File: config.mk
export PLATFORM = sky130hd
export DESIGN_NAME = pipelined_barrel_shifter
export DESIGN_NICKNAME = d
export VERILOG_FILES = /design/src/rtl/pipelined_barrel_shifter.sv
export SDC_FILE = /design/constraint.sdc
export NUM_CORES = 1
export LEC_CHECK = 0
export CELL_PAD_IN_SITES_DETAIL_PLACEMENT = 1
export CELL_PAD_IN_SITES_GLOBAL_PLACEMENT = 1
export CORE_UTILIZATION = 42
export CTS_CLUSTER_DIAMETER = 60
export CTS_CLUSTER_SIZE = 28
export DETAILED_ROUTE_END_ITERATION = 16
export PLACE_DENSITY = 0.87
export SETUP_SLACK_MARGIN = 0.05
export SYNTH_ARGS = -nofsm -noshare
export SYNTH_HDL_FRONTEND = slang
export SYNTH_SLANG_ARGS = --single-unit
File: constraint.sdc
create_clock -name clk -period 3 [get_ports clk]
set_input_delay 0.6 -clock clk [delete_from_list [all_inputs] [get_ports clk]]
set_output_delay 0.6 -clock clk [all_outputs]
set_load 0.01 [all_outputs]
File: src/rtl/pipelined_barrel_shifter.sv
// Pipelined barrel shifter: one register stage per power-of-two shift distance,
// supporting rotate right/left, logical and arithmetic shift right with a valid/ready stream.
module pipelined_barrel_shifter #(
  parameter  int unsigned WIDTH  = 8,
  localparam int unsigned STAGES = $clog2(WIDTH)
) (
  input  logic              clk,
  input  logic              rst_n,
  input  logic              inValid,
  output logic              inReady,
  input  logic [WIDTH-1:0]  inData,
  input  logic [STAGES-1:0] shiftAmount,
  input  logic [1:0]        mode,
  output logic              outValid,
  input  logic              outReady,
  output logic [WIDTH-1:0]  outData,
  output logic              outLost
);

  typedef enum logic [1:0] {
    MODE_ROR = 2'b00,
    MODE_ROL = 2'b01,
    MODE_LSR = 2'b10,
    MODE_ASR = 2'b11
  } mode_e;

  typedef struct packed {
    logic              valid;
    logic [WIDTH-1:0]  data;
    logic [STAGES-1:0] amt;
    mode_e             mode;
    logic              lost;
  } stage_t;

  if (WIDTH < 2 || WIDTH > 64 || (WIDTH & (WIDTH - 1)) != 0) begin : g_bad_width
    $error("pipelined_barrel_shifter: WIDTH must be a power of two in 2..64");
  end

  stage_t stage_q [STAGES];
  stage_t stage_d [STAGES];
  logic   advance;

  // The whole pipeline moves together; empty slots are never squeezed out.
  assign advance = !outValid || outReady;
  assign inReady = advance;

  for (genvar k = 0; k < STAGES; k++) begin : g_stage
    localparam int unsigned D = 32'd1 << k;

    stage_t src;
    stage_t nxt;

    if (k == 0) begin : g_src
      assign src = '{valid: inValid, data: inData, amt: shiftAmount,
                     mode: mode_e'(mode), lost: 1'b0};
    end else begin : g_src
      assign src = stage_q[k-1];
    end

    // Stage k moves by 2^k when amount bit k is set.
    always_comb begin
      nxt = src;
      if (src.amt[k]) begin
        unique case (src.mode)
          MODE_ROR: nxt.data = {src.data[D-1:0], src.data[WIDTH-1:D]};
          MODE_ROL: nxt.data = {src.data[WIDTH-D-1:0], src.data[WIDTH-1:WIDTH-D]};
          MODE_LSR: begin
            nxt.data = {{D{1'b0}}, src.data[WIDTH-1:D]};
            nxt.lost = src.lost | (|src.data[D-1:0]);
          end
          MODE_ASR: begin
            nxt.data = {{D{src.data[WIDTH-1]}}, src.data[WIDTH-1:D]};
            nxt.lost = src.lost | (|src.data[D-1:0]);
          end
        endcase
      end
    end

    assign stage_d[k] = nxt;
  end

  always_ff @(posedge clk) begin
    if (!rst_n) begin
      for (int k = 0; k < STAGES; k++) stage_q[k] <= '0;
    end else if (advance) begin
      for (int k = 0; k < STAGES; k++) stage_q[k] <= stage_d[k];
    end
  end

  assign outValid = stage_q[STAGES-1].valid;
  assign outData  = stage_q[STAGES-1].data;
  assign outLost  = stage_q[STAGES-1].lost;

endmodule

==> impl_metrics.ini <==
[die]
die_w_um = 67.84
core-area_sq_um = 4086
die_h_um = 67.84
start_util = 0.4455
ioPinCount = 28
row_count = 23
fp.dieArea_sq_um = 4602

[yosys]
ys_ff_latch = 37
synthMuxAreaShare = 0.03368
synth_top_family_by_area = simple AND/OR/NAND/NOR gates
yosys-top-cells-area = edfxtp_1 (61%), a311oi_1 (7.2%), nand2_1 (6.8%)
ys_types = 27
synth_fa_ha_area_frac = 0
synthXorXnorAreaFrac = 0
synth_compound_area_frac = 0.1244
synth_top_area_cell = edfxtp_1
yosys.area_share.simple = 0.1979
synth_top_area_share = 0.6103
syn_area_per_cell_sq_um = 11.31
yosysSeqAreaShare = 0.6103
netlist_area_sq_um = 1820
yosys_warnings = 0
syn_nets = 178
syn_inst = 161

[cts]
numCtsBuffers = 5
cts_num_sinks = 37
cts_setup_buffers = 0
cts-resized-gates = 0
cts_root_buf = clkbuf_8
cts_tree = done
clockBufferDepth = 2
htreeDepth = 2
clk_pin_slew_ns = 0.06
cts_hold_buf = 0
clkLatencyLatePin_ns = 0.29

[setup_path]
crit_required_ns = 2.40
endpoint_kind = primary output
slowest_delay_ns = 0.57
critical_path_arrival_ns = 1.86
crit_path_frequent_cell = clkdlybuf4s50_1
cp_max_fo = 6
start_kind = input port
slowest_stage = clkdlybuf4s50_1
path_cells = clkdlybuf4s50_1 -> nand2b_1 -> clkdlybuf4s50_1
crit_type = in2out

[global_routing]
grtUsageMet3 = 0.06167
grtUsageTotal = 0.1842
use_met1 = 0.1763
gr-usage-met2 = 0.3428
grt_max_degree = 38
grt_antenna_before_repair = 0
grt_pass1_vias = 1340
grt-ovfl-total = 0
grt_pass1_wl_um = 5947
grt_busiest_layer = met2

[detailed_routing]
post_drt_wl_per_cell_um = 15.89
via_per_inst = 5.733
drc = 0
ant_nets = 0
first_pass_iters = 4
vias = 1353
routed_wl_um = 3749
drt_iter0_markers = 73

[timing]
grt_setup_unrepaired = no
drv_slew = 0
finalCritPeriodShare = 0.8207
clock_skew_ns = 0.005757
finalHoldViolCount = 0
fin_tns_setup_ns = 0
finalCriticalPeriod_ns = 2.462
clock.fmax_ghz = 0.4062
slew_headroom = 0.4662
setup_viol = 0
worstMarginPinSlew_ns = 0.7988

[finish]
regMostFlops = stage_q
nets = 204
largest_reg_flops = 37
area.growth.synth_to_final_pct = 20.21
final_cells = 236
top_regs = stage_q: 37 flops
fill_cells = 434
drive_gt1_frac = 0.07527
antenna_cells = 0

[min_path]
hold_class = reg2reg

[power_and_ir_drop]
power_leakage_uw = 0.0008385
pwr_density_cell_nw_per_um2 = 508.4
vdd_drop_max_mv = 0.1889

[outcome]
status = completed

[placed_design]
placed_cells = 230
portBuffers = 27
dp_hpwl_um = 2749
routabilityCongestion = 0.8926

[job]
maxCapViolCount = 0
==> synth_stat cells, drive strengths merged <==
cell and n:
a31oi 1, nand2b 3, nor2b 3, mux2i 5, and3 9, o211ai 2, inv 2, a311oi 15
or4 1, nor2 22, nor3 1, edfxtp 37, nand3b 2, a21oi 3, a21bo 1, o211a 1
o221a 3, buf 8, and2b 2, and2 1, nand3 2, mux2 1, clkbuf 2, nand2 33
o21ai 1
==> report_power, final <==
part           internal (uW)  switching (uW)
clock network            153             168
logic                   76.0            66.5
registers                615            34.2
total                    844             269
==> routing by layer <==
metal	share of wire	routed length [um]	vias up
met5	0	0	-
met4	0.027	103	0
met3	0.044	164	9
met2	0.55	2079	33
li1	-	-	650
met1	0.37	1402	661
==> worst paths after layout <==
check	startpoint	endpoint	slack, ns	cells after the start
min	stage_q[0][29]$_SDFFCE_PN0P_	stage_q[0][44]$_SDFFCE_PN0P_	0.56	1
min reg2reg	stage_q[0][29]$_SDFFCE_PN0P_	stage_q[0][44]$_SDFFCE_PN0P_	0.56	1
max	outReady	inReady	0.54	3
max reg2reg	stage_q[0][44]$_SDFFCE_PN0P_	stage_q[0][24]$_SDFFCE_PN0P_	1.09	4
==> cells in the final DEF, fill, tap and decap left out, drive strengths merged <==
master / count
nor3: 1
edfxtp: 37
nand3b: 2
or4: 1
mux2i: 5
o211ai: 2
clkdlybuf4s50: 27
nor2b: 3
clkbuf: 5
a311oi: 15
a31oi: 1
o21ai: 1
and3: 9
a21bo: 1
clkinv: 1
a21oi: 3
nand2b: 3
inv: 2
nor2: 22
mux2: 1
nand3: 2
nand2: 33
buf: 2
o221a: 3
o211a: 1
and2: 1
and2b: 2
==> worst max-delay path: cells and delay by family <==
| kind | cells | cell delay [ns] |
|---|---|---|
| and+or+nand+nor | 1 | 0.22 |
| buffers and inverters | 2 | 1.04 |
==> metrics by stage <==
step / total power (uW) / setup slack [ns] / area [sq um] / util / hold slack [ns]
2_1_floorplan: 734.1 / 0.7309 / 1821 / - / 0.5095
3_3_place_gp: 790.4 / 0.6148 / 2115 / 0.5175 / 0.5346
3_5_place_dp: 804.5 / 0.3641 / 2115 / 0.5175 / 0.5480
4_1_cts: 1119 / 0.5297 / 2188 / 0.5355 / 0.5640
5_1_grt: 1155 / 0.5003 / 2188 / 0.5355 / 0.5856
6_report: 1113 / 0.5379 / 2188 / 0.5355 / 0.5592
==> cell type report <==
type                    count  area [sq um]  area share
clock buffers               5         68.82     0.03145
clock inverters             1         5.005    0.002287
inverters                   2         7.507    0.003431
multi-input cells         112         648.1      0.2962
flip-flops and latches     37          1111      0.5077
well taps                  50         62.56     0.02859
repair buffers             29         285.3      0.1304
==> cell families (layout without fill, tap and decap cells) <==
logic type	Yosys count	after routing
AND/OR/NAND/NOR	79	79
multiplexers	6	6
AO/OA/AOI/OAI	27	27
buffers and inverters	12	37
flip-flops	37	37
Power figures use the tool's default switching activity.
